**src/rtl/usb_rcu_param_if.sv**
```systemverilog
// Receiver-side bundle between the bit-level USB receiver, the RCU and the RX FIFO.
// master drives bus-side strobes and data; slave (the RCU) drives status and FIFO strobe.
interface usb_rcu_param_if #(
   parameter int DATA_W    = 8,
   parameter int MAX_BYTES = 64
);
   localparam int CNT_W = $clog2(MAX_BYTES + 1);

   logic              d_edge;
   logic              eop;
   logic              shift_enable;
   logic [DATA_W-1:0] rcv_data;
   logic              byte_received;
   logic              rcving;
   logic              w_enable;
   logic              r_error;
   logic              pkt_done;
   logic [CNT_W-1:0]  byte_count;

   modport master (
      output d_edge, eop, shift_enable, rcv_data, byte_received,
      input  rcving, w_enable, r_error, pkt_done, byte_count
   );

   modport slave (
      input  d_edge, eop, shift_enable, rcv_data, byte_received,
      output rcving, w_enable, r_error, pkt_done, byte_count
   );
endinterface

```
**src/rtl/usb_rcu_param.sv**
```systemverilog
// Parameterised USB receive control unit: sequences sync/PID/data bytes, strobes the
// RX FIFO, checks PID complement, limits packet length and flags partial-byte EOPs.
module usb_rcu_param #(
   parameter int                DATA_W    = 8,
   parameter logic [DATA_W-1:0] SYNC_BYTE = DATA_W'(8'h80),
   parameter int                MAX_BYTES = 64,
   parameter bit                PID_CHECK = 1'b1
) (
   input logic            clk,
   input logic            rst,
   usb_rcu_param_if.slave bus
);
   localparam int CNT_W = $clog2(MAX_BYTES + 1);
   localparam int BIT_W = (DATA_W > 1) ? $clog2(DATA_W) : 1;

   typedef enum logic [3:0] {
      IDLE, SYNC, CHK_SYNC, PID_WAIT, CHK_PID, STORE,
      DATA, EOP_WAIT, DONE, ERR, ERR_EOP, ERR_IDLE
   } state_t;

   state_t           state, nxt;
   logic [BIT_W-1:0] bit_cnt;
   logic [CNT_W-1:0] byte_count;
   logic             eop_se;
   logic             byte_aligned;
   logic             sync_entry;
   logic             full;
   logic             pid_ok;

   assign eop_se       = bus.eop & bus.shift_enable;
   assign byte_aligned = (bit_cnt == '0);
   assign sync_entry   = (nxt == SYNC) && (state != SYNC);
   assign full         = (byte_count == CNT_W'(MAX_BYTES));

   // The complement check only makes sense for 8-bit PIDs; other widths always pass.
   if (PID_CHECK && DATA_W == 8) begin : g_pid_chk
      assign pid_ok = (bus.rcv_data[7:4] == ~bus.rcv_data[3:0]);
   end else begin : g_pid_nochk
      assign pid_ok = 1'b1;
   end

   always_ff @(posedge clk or posedge rst) begin
      if (rst) state <= IDLE;
      else     state <= nxt;
   end

   always_comb begin
      nxt = state;
      case (state)
         IDLE:     if (bus.d_edge) nxt = SYNC;
         SYNC:     if (bus.byte_received) nxt = CHK_SYNC;
                   else if (eop_se)       nxt = ERR_EOP;
         CHK_SYNC: nxt = (bus.rcv_data == SYNC_BYTE) ? PID_WAIT : ERR;
         PID_WAIT: if (bus.byte_received) nxt = CHK_PID;
                   else if (eop_se)       nxt = ERR_EOP;
         CHK_PID:  nxt = pid_ok ? STORE : ERR;
         STORE:    nxt = DATA;
         // A byte arriving with EOP wins; the EOP is looked at again from DATA.
         DATA:     if (bus.byte_received) nxt = full ? ERR : STORE;
                   else if (eop_se)       nxt = byte_aligned ? EOP_WAIT : ERR_EOP;
         EOP_WAIT: if (bus.d_edge) nxt = DONE;
         DONE:     nxt = IDLE;
         ERR:      if (eop_se) nxt = ERR_EOP;
         ERR_EOP:  if (bus.d_edge) nxt = ERR_IDLE;
         ERR_IDLE: if (bus.d_edge) nxt = SYNC;
         default:  nxt = IDLE;
      endcase
   end

   always_ff @(posedge clk or posedge rst) begin
      if (rst)
         bit_cnt <= '0;
      else if (sync_entry || bus.byte_received)
         bit_cnt <= '0;
      else if (bus.shift_enable)
         bit_cnt <= (bit_cnt == BIT_W'(DATA_W - 1)) ? '0 : bit_cnt + 1'b1;
   end

   always_ff @(posedge clk or posedge rst) begin
      if (rst)
         byte_count <= '0;
      else if (sync_entry)
         byte_count <= '0;
      else if (state == STORE && !full)
         byte_count <= byte_count + 1'b1;
   end

   assign bus.rcving     = state inside {SYNC, CHK_SYNC, PID_WAIT, CHK_PID, STORE,
                                         DATA, EOP_WAIT, ERR, ERR_EOP};
   assign bus.r_error    = state inside {ERR, ERR_EOP, ERR_IDLE};
   assign bus.w_enable   = (state == STORE);
   assign bus.pkt_done   = (state == DONE);
   assign bus.byte_count = byte_count;
endmodule

```
**src/flat_wrapper.sv**
```systemverilog
// flat-port wrapper written by rule: the top's interface ports become plain ports
module usb_rcu_param_flat 
#(
   parameter int                DATA_W    = 8,
   parameter logic [DATA_W-1:0] SYNC_BYTE = DATA_W'(8'h80),
   parameter int                MAX_BYTES = 64,
   parameter bit                PID_CHECK = 1'b1
)
  (clk, rst, bus_d_edge, bus_eop, bus_shift_enable, bus_rcv_data, bus_byte_received, bus_rcving, bus_w_enable, bus_r_error, bus_pkt_done, bus_byte_count);
  usb_rcu_param_if #(.DATA_W(DATA_W), .MAX_BYTES(MAX_BYTES)) bus_i ();
  input logic clk;
  input logic rst;
  input wire logic [$bits(bus_i.d_edge)-1:0] bus_d_edge;
  input wire logic [$bits(bus_i.eop)-1:0] bus_eop;
  input wire logic [$bits(bus_i.shift_enable)-1:0] bus_shift_enable;
  input wire logic [$bits(bus_i.rcv_data)-1:0] bus_rcv_data;
  input wire logic [$bits(bus_i.byte_received)-1:0] bus_byte_received;
  output wire logic [$bits(bus_i.rcving)-1:0] bus_rcving;
  output wire logic [$bits(bus_i.w_enable)-1:0] bus_w_enable;
  output wire logic [$bits(bus_i.r_error)-1:0] bus_r_error;
  output wire logic [$bits(bus_i.pkt_done)-1:0] bus_pkt_done;
  output wire logic [$bits(bus_i.byte_count)-1:0] bus_byte_count;
  assign bus_i.d_edge = bus_d_edge;
  assign bus_i.eop = bus_eop;
  assign bus_i.shift_enable = bus_shift_enable;
  assign bus_i.rcv_data = bus_rcv_data;
  assign bus_i.byte_received = bus_byte_received;
  assign bus_rcving = bus_i.rcving;
  assign bus_w_enable = bus_i.w_enable;
  assign bus_r_error = bus_i.r_error;
  assign bus_pkt_done = bus_i.pkt_done;
  assign bus_byte_count = bus_i.byte_count;
  usb_rcu_param #(.DATA_W(DATA_W), .SYNC_BYTE(SYNC_BYTE), .MAX_BYTES(MAX_BYTES), .PID_CHECK(PID_CHECK)) u_core (.clk(clk), .rst(rst), .bus(bus_i));
endmodule
```
**config.mk**
```make
export PLATFORM = sky130hd
export DESIGN_NAME = usb_rcu_param_flat
export DESIGN_NICKNAME = d
export VERILOG_FILES = /design/src/rtl/usb_rcu_param_if.sv /design/src/rtl/usb_rcu_param.sv /design/src/flat_wrapper.sv
export SDC_FILE = /design/constraint.sdc
export NUM_CORES = 1
export LEC_CHECK = 0
export CORE_MARGIN = 2
export CORE_UTILIZATION = 51
export DETAILED_ROUTE_END_ITERATION = 8
export PLACE_DENSITY_LB_ADDON = 0.2
export SETUP_SLACK_MARGIN = 0.5
export SLEW_MARGIN = 0
export SYNTH_ARGS = -nofsm -noshare
export SYNTH_HDL_FRONTEND = slang
export SYNTH_SLANG_ARGS = --single-unit
```
**constraint.sdc**
```tcl
create_clock -name clk -period 2.6 [get_ports clk]
set_input_delay 0.39 -clock clk [delete_from_list [all_inputs] [get_ports clk]]
set_output_delay 0.39 -clock clk [all_outputs]
set_load 0.01 [all_outputs]
```
Yosys cells after proc, flatten, opt, wreduce, memory -nomap -nowiden
Index checks and enable logic that the tools add are counted.
- register bits: 14
- input bits: 14
- output and inout bits: 11
- logic and storage cells: 53
- add/sub/neg operators: 2
- equality and inequality tests: 17
- muxes and demuxes: 18
- bitwise logic cells: 2
- reductions and logical operators: 11
- operators by type and width (cell ; number):
    $mux W4 ; 12
    $pmux W4 S10 ; 1
    $eq A4 B3 Y1 const B ; 4
    $eq A4 B4 Y1 const B ; 4
    $mux W7 ; 2
    $mux W3 ; 3
    $reduce_bool A9 Y1 ; 1
    $eq A4 B1 Y1 const B ; 2
    $eq A4 B2 Y1 const B ; 2
    $eq A8 B8 Y1 const B ; 1
    $add A7 B1 Y7 const B ; 1
    $eq A7 B7 Y1 const B ; 1
    $eq A4 B4 Y1 ; 1
    $logic_not A4 Y1 ; 1
    $ne A4 B1 Y1 const B ; 1
    $not A4 Y4 ; 1
    $reduce_bool A2 Y1 ; 2
    $add A3 B1 Y3 const B ; 1
    $eq A3 B3 Y1 const B ; 1
    $logic_not A3 Y1 ; 1
    $reduce_bool A3 Y1 ; 1
    $logic_and A1 B1 Y1 ; 2
    $reduce_or A2 Y1 ; 1
    $and A1 B1 Y1 ; 1
    other kinds (2) ; 2

Longest topological paths before layout
Gate-level depths: netlist of run 1.
- depth after elaboration: 9
- depth in mapped cells: 8
- mapped depth without buffers: 7

Least setup slack after synthesis of run 1
Ideal clock, no wire load.
- kind: reg-to-reg
- from: register u_core.byte_count[0], in the netlist u_core.bus.byte_count[0]
- to: register u_core.bit_cnt[1]
- library setup time: 0.096 ns
- arrival time: 1.951 ns
- data required time: 2.504 ns
- setup slack: 0.554 ns
- cell stages (with the launch flop): 9
- buffers on the path: 1
- period minus slack after synthesis: 2.046 ns
- cells stage by stage: dfrtp_1 -> inv_1 -> ha_1 -> nor2b_1 -> and2_1 -> a2111oi_0 -> and4b_4 -> buf_6 -> a311oi_2
- longest elaborated chain between the ends: 8
- elaborated cells on any way between the ends: 9
- classes of those cells: eq/ne (2); mux (4); reduce/logical (3)
- RTL lines (element ; RTL line ; text):
    start, declared ; usb_rcu_param.sv:23 ; logic [CNT_W-1:0] byte_count;
    start signal, assigned ; usb_rcu_param.sv:85 ; byte_count <= byte_count + 1'b1;
    $eq A7 B7 Y1 (*) ; usb_rcu_param.sv:33 ; assign full = (byte_count == CNT_W'(MAX_BYTES));
    $mux W4 (*) (2 in series) ; usb_rcu_param.sv:59 ; DATA: if (bus.byte_received) nxt = full ? ERR : STORE;
    $pmux W4 S10 (*) ; usb_rcu_param.sv:49 ; case (state)
    $eq A4 B1 Y1 (*) ; usb_rcu_param.sv:32 ; assign sync_entry = (nxt == SYNC) && (state != SYNC);
    $logic_and A1 B1 Y1 (*) ; usb_rcu_param.sv:32 ;
    $logic_or A1 B1 Y1 (*) ; usb_rcu_param.sv:73 ; else if (sync_entry || bus.byte_received)
    $mux W3 or $reduce_bool A2 Y1 (tied branches) ; - ;
    end signal, assigned ; usb_rcu_param.sv:76 ; bit_cnt <= (bit_cnt == BIT_W'(DATA_W - 1)) ? '0 : bit_cnt + 1'b1;
    end, declared ; usb_rcu_param.sv:22 ; logic [BIT_W-1:0] bit_cnt;
Mark *: on every way between the ends. The rest lies on a longest branch, timed or not.
A chain may end at the register's enable or synchronous reset.

Worst setup path after layout of run 1
- from: input port bus_rcv_data[0]
- to: register u_core.state[3]
- longest elaborated chain between the ends: 4
- elaborated cells on any way between the ends: 6
- classes of those cells: eq/ne (2); mux (3); bitwise (1)
- RTL lines (element ; RTL line ; text):
    start, declared ; flat_wrapper.sv:16 ; input wire logic [$bits(bus_i.rcv_data)-1:0] bus_rcv_data;
    $not A4 Y4 ; usb_rcu_param.sv:37 ; assign pid_ok = (bus.rcv_data[7:4] == ~bus.rcv_data[3:0]);
    $eq A4 B4 Y1 ; usb_rcu_param.sv:37 ;
    $mux W4 ; usb_rcu_param.sv:56 ; CHK_PID: nxt = pid_ok ? STORE : ERR;
    $pmux W4 S10 (*) ; usb_rcu_param.sv:49 ;
    named net u_core.nxt[3] ; usb_rcu_param.sv:21 ; state_t state, nxt;
    end signal, assigned ; usb_rcu_param.sv:44 ; else state <= nxt;
    end, declared ; usb_rcu_param.sv:21 ;
The timed path passes the listed nets; every way through them passes the cells marked *.

==> results of run 1 <==
## layout by cell type (no fill, tap or decap), types with 3 or more instances in the layout
master / synthesis / final
nor2b_1: 7 / 7
inv_1: 7 / 7
a21oi_1: 5 / 5
xor2_1: 3 / 3
nor2_1: 7 / 6
buf_4: 1 / 19
xnor2_1: 6 / 6
mux2i_1: 3 / 3
nand2_1: 7 / 7
a311oi_2: 3 / 3
o21ai_0: 4 / 4
nand2b_1: 5 / 5
dfrtp_2: 0 / 4
ha_1: 5 / 5
a31oi_1: 6 / 6
clkdlybuf4s50_1: 0 / 22
dfrtp_1: 14 / 10
clkbuf_4: 0 / 3
## metrics by stage
step                      hold slack (ns)  area [um^2]  setup WS, ns
final                              0.4387         1749        0.5446
after floorplan                    0.2792         1227        0.5539
after detailed placement           0.5819         1498       -0.1098
after global placement             0.5693         1498      -0.06080
after global routing               0.4934         1749        0.4615
after CTS                          0.4594         1599        0.5004
## kinds of logic after synthesis
group	synth area share (%)
compound gates	21.71
xor+xnor	6.422
fa+ha+maj	5.097
buf+inv	7.543
flops	28.54
mux	2.447
simple gates	28.24
## power breakdown
group | switching (mW) | internal, mW | total, mW
sequential | 0.0643 | 0.263 | 0.327
combinational | 0.482 | 0.418 | 0.900
clock | 0.0762 | 0.0855 | 0.162
total | 0.622 | 0.767 | 1.39
## state kept, by name, summed over array words and instances, names as in the netlist
name and flops:
u_core.state 4, u_core.bus.byte_count 7, u_core.bit_cnt 3
## critical path, delay by kind of cell
| family | cells | cell delay [ns] |
|---|---|---|
| AND/OR/NAND/NOR | 3 | 0.82 |
| XOR/XNOR | 1 | 0.11 |
| buffers and inverters | 4 | 0.92 |
## what timing repair did
action,4_1_cts,5_1_grt
buffers inserted,5,7
pin swaps,1,7
setup endpoints to repair,15,12
resized for setup,10,14
gates cloned,0,2
## path summary, 6_finish.rpt
check	endpoint	cells after the start	from	slack (ns)
setup / recovery	u_core.state[3]$_DFF_PP0_	8	bus_rcv_data[0]	0.54
hold / removal	u_core.bus.byte_count[6]$_DFFE_PP0P_	2	rst	0.44
setup reg to reg	u_core.state[3]$_DFF_PP0_	9	u_core.bus.byte_count[0]$_DFFE_PP0P_	0.57
hold reg to reg	u_core.bus.byte_count[5]$_DFFE_PP0P_	2	u_core.bus.byte_count[5]$_DFFE_PP0P_	0.62
max in group asynchronous	u_core.state[2]$_DFF_PP0_	2	rst	1.77
min in group clk	u_core.bus.byte_count[5]$_DFFE_PP0P_	2	u_core.bus.byte_count[5]$_DFFE_PP0P_	0.62
## per-layer routing
metal  share of wire [%]  vias up  GRT usage (%)
met2                  52       36          46.25
li1                    -      587              -
met5                   0        -              0
met4                 1.7        0          10.68
met3                 4.4        9          3.107
met1                  42      594          29.72
## area by class of cell
type | count | area share [%]
clock buffer | 4 | 2.074
inverter | 8 | 1.717
multi-input combinational | 104 | 51.86
sequential | 14 | 20.31
tap | 28 | 2.003
timing repair buffer | 44 | 22.03
==> impl_metrics.tcl, run 1 <==
set metrics [dict create \
    status "completed" \
    drv_cap 0 \
    syn-cell-area_mm2 0.001227 \
    peakVddDrop_v 0.0006035 \
    clk_pin_slew_ns 0.09 \
    arrival_ns 2.25 \
    drc 0 \
    grt_overflow 0 \
    finalSetupViolCount 0 \
    syn2layout_area_growth_pct 42.51 \
    power.leakage_nw 0.7210 \
    dpl.hpwl_mm 2.235 \
    vias_per_cell 6.069 \
    cts_tree "yes" \
    first_pass_iters 4 \
    ys_top_cells_by_count "14 x dfrtp_1, 7 x inv_1, 7 x nand2_1, 7 x nor2_1, 7 x nor2b_1" \
    timing.final.crit_share_pct 79.05 \
    worstSetupPathType "input port to flop" \
    grt_pass1_vias 1144 \
    htreeDepth 1 \
    final_util_pct 77.58 \
    tightestPinTransition_ns 0.5426 \
    power_density_mw_per_mm2 794.1 \
    critPathSlowestCell "clkdlybuf4s50_1" \
    crit_fanout 5 \
    drive_gt1_share_pct 29.89 \
    max_stage_delay_ns 0.56 \
    ys_ff_latch 14 \
    cts_hold_buf 0 \
    max_freq_ghz 0.4865 \
    ys_types 49 \
    diodes 0 \
    port_buffers 24 \
    yosys.cell_count.top_type "dfrtp_1" \
    cts-root-buf "clkbuf_4" \
    yosysTopAreaCellShare_pct 28.54 \
    synth_area_leaders "dfrtp_1 29%, ha_1 5.1%, xnor2_1 4.3%" \
    setup.worst_path.end_class "flop" \
    hold_class "input port to async pin" \
    synth-edff-count 0 \
    wirelength_mm 3.509 \
    initial_core_util_pct 54.44 \
    finalPower_mw 1.389 \
    drtIter0Drc 17 \
    die_w_um 53.06 \
    worstPathRequired_ns 2.80 \
    clock_skew_ns 0.003894 \
    row_count 17 \
    syn_nets 154 \
    synth_ff_type "dfrtp_1" \
    ant_nets 0 \
    period_minus_slack_ns 2.055 \
    fillers 157 \
    grt_max_degree 16 \
    num_vias 1226 \
    core_area_mm2 0.002255 \
    async_flop_share_pct 100.0 \
    max-slew-margin-rel_pct 63.79 \
    multi_input_area_um2 907.1 \
    area.sequential_um2 355.3 \
    rsz0062_at_grt "yes" \
    wl_per_cell_um 17.37 \
    worstSetupStartpointType "input port" \
    worstPathCellList "clkdlybuf4s50_1 -> xnor2_1 -> nor4_2 -> nor4_1 -> nor4b_4 -> buf_2 -> buf_4 -> inv_2" \
    fp.dieH_um 53.06 \
    grt_use_total_pct 25.42 \
    drv_slew 0 \
    grt_pass1_wl_mm 5.175 \
    ys_seq_area_share_pct 28.54 \
    layout.nets 194 \
    syn_inst 135 \
    synth_warnings 0 \
    gp_congestion 0.9061 \
    dp_cells 184 \
    clk_path_buf_depth 2 \
    clk_latency_ns 0.29 \
    hold_violations 0 \
    grt_antenna_before_repair 0 \
    die_area_mm2 0.002815 \
    fin_cells 202 \
    final.setup.tns_ns 0 \
    yosysTopAreaCell "dfrtp_1" \
    io_pins 25 \
    syn_area_per_cell_um2 9.092 \
    cts_inserted_buffers 3 \
    clock-sinks 14 \
]
No activity file was read; power rests on OpenSTA's default activity.
==> run 2: changes to the inputs <==
==> constraint.sdc (replaced) <==
create_clock -name clk -period 2 [get_ports clk]
set_input_delay 0.3 -clock clk [delete_from_list [all_inputs] [get_ports clk]]
set_output_delay 0.3 -clock clk [all_outputs]
set_load 0.01 [all_outputs]
==> run 2 against run 1 <==
  * The flow now finishes with violations (negative setup slack)
  * Final cell count is 8.9% higher
  * Clock skew is 0.0030 ns higher
  * Sequential cell count stayed put
  * Cell area is 18% higher
  * Clock power is 7% higher
  * Non-clock buffer count is 18 higher
  * Combinational power is 96% higher
  * Global-route usage is 2.0 points higher
  * Critical path depth stayed put
==> impl_metrics.tcl, run 2 (synthesized netlist as in run 1, its figures left out) <==
set metrics [dict create \
    status "finished, violations left" \
    violations "negative setup slack" \
    initial_core_util_pct 54.44 \
    io_pins 25 \
    fp.dieH_um 53.06 \
    setup.worst_path.end_class "flop" \
    gp_congestion 0.9587 \
    power.leakage_nw 0.9779 \
    final_util_pct 91.51 \
    drc 0 \
    num_vias 1494 \
    dpl.hpwl_mm 2.299 \
    finalPower_mw 2.345 \
    power_density_mw_per_mm2 1136 \
    grt_pass1_vias 1239 \
    first_pass_iters 7 \
    grt_use_total_pct 27.43 \
    syn2layout_area_growth_pct 68.09 \
    whs_ns 0.3645 \
    crit_fanout 6 \
    wl_per_cell_um 23.21 \
    peakVddDrop_v 0.001169 \
    row_count 17 \
    max_freq_ghz 0.4822 \
    grt_max_degree 15 \
    layout.nets 212 \
    clk_pin_slew_ns 0.09 \
    worstSetupStartpointType "flop" \
    drtIter0Drc 111 \
    fin_area_mm2 0.002063 \
    port_buffers 24 \
    cts_inserted_buffers 3 \
    worstPathRequired_ns 2.19 \
    regMostFlops "u_core.bus.byte_count" \
    hold_violations 0 \
    largest_reg_flops 7 \
    cts_hold_buf 0 \
    drv_cap 0 \
    drive_gt1_share_pct 51.04 \
    die_area_mm2 0.002815 \
    postPlaceCellArea_mm2 0.001570 \
    period_minus_slack_ns 2.074 \
    area.sequential_um2 356.6 \
    wirelength_mm 5.107 \
    arrival_ns 2.26 \
    die_w_um 53.06 \
    fillers 78 \
    cts_tree "yes" \
    multi_input_area_mm2 0.001030 \
    grt_antenna_before_repair 0 \
    grt_overflow 0 \
    ant_nets 0 \
    clock-sinks 14 \
    cts-root-buf "clkbuf_4" \
    clk_latency_ns 0.28 \
    mostFrequentLayoutCell "buf_4" \
    clk_path_buf_depth 2 \
    htreeDepth 1 \
    grt_pass1_wl_mm 5.609 \
    max-slew-margin-rel_pct 64.16 \
    setup_slack_ns -0.07403 \
    tightestPinTransition_ns 0.5370 \
    timing.final.crit_share_pct 103.7 \
    worstSetupPathType "flop to flop" \
    hold_class "input port to async pin" \
    clock_skew_ns 0.006907 \
    finalSetupViolCount 5 \
    reg_top3 "u_core.bus.byte_count (7), u_core.state (4), u_core.bit_cnt (3)" \
    core_area_mm2 0.002255 \
    final_cell_mix "23 x buf_4, 16 x buf_6, 9 x dfrtp_1" \
    drv_slew 0 \
    rsz0062_at_grt "yes" \
    vias_per_cell 6.791 \
    diodes 0 \
]
run 2: final cells by class:
cell class | count | area share, %
clock buffers | 4 | 1.273
flip-flops and latches | 14 | 17.28
well taps | 28 | 1.698
inverters | 8 | 1.455
multi-input cells | 104 | 49.91
repair buffers | 62 | 28.38
run 2: layer usage:
metal  vias up  global-route usage (%)  wire (um)
li1        625                       -          -
met4         0                   5.128        226
met2       140                   47.71       2412
met1       696                   36.79       1873
met3        33                   3.107        595
met5         -                       0          0
run 2: path summary, 6_finish.rpt:
path                                                      startpoint                              endpoint  slack, ns  cells after the start
worst max-delay path                   u_core.bit_cnt[0]$_DFFE_PP0P_         u_core.bit_cnt[2]$_DFFE_PP0P_      -0.07                      8
worst min-delay path                                             rst         u_core.bit_cnt[2]$_DFFE_PP0P_       0.36                      2
worst max register to register         u_core.bit_cnt[0]$_DFFE_PP0P_         u_core.bit_cnt[2]$_DFFE_PP0P_      -0.07                      8
worst min register to register  u_core.bus.byte_count[6]$_DFFE_PP0P_  u_core.bus.byte_count[6]$_DFFE_PP0P_       0.65                      2
max in group asynchronous                                        rst             u_core.state[3]$_DFF_PP0_       1.24                      2
min in group clk                                   bus_byte_received         u_core.bit_cnt[1]$_DFFE_PP0P_       0.56                      4
run 2: timing repair:
item / 4_1_cts / 5_1_grt
gates cloned: 2 / 1
gates resized for setup: 42 / 60
pin swaps: 5 / 22
setup buffers: 15 / 6
endpoints found under the setup margin: 25 / 18
run 2: metrics by stage:
| stage | setup TNS, ns | std cells | worst slack [ns] |
|---|---|---|---|
| 2_1_floorplan | 0 | 135 | 0.09499 |
| 3_3_place_gp | -1.395 | 192 | -0.1528 |
| 3_5_place_dp | -1.540 | 192 | -0.1823 |
| 4_1_cts | 0 | 213 | 0.06919 |
| 5_1_grt | -0.5631 | 220 | -0.1221 |
| 6_report | -0.2736 | 220 | -0.07403 |
run 2: critical path, cell delays in order, from the launching register on:
cell and delay, ns:
dfrtp_1 0.37, inv_1 0.06, ha_2 0.19, nor2b_1 0.15
nor4_1 0.43, o22ai_1 0.17, nor4b_4 0.17, buf_6 0.17
a311oi_2 0.28
run 2: power breakdown:
part           total (mW)  leakage, nW  internal [mW]  switching, mW
registers           0.407        0.183          0.342         0.0649
clock network       0.173       0.0150         0.0773         0.0952
logic                1.76        0.780          0.829          0.936
total                2.34        0.978           1.25           1.10
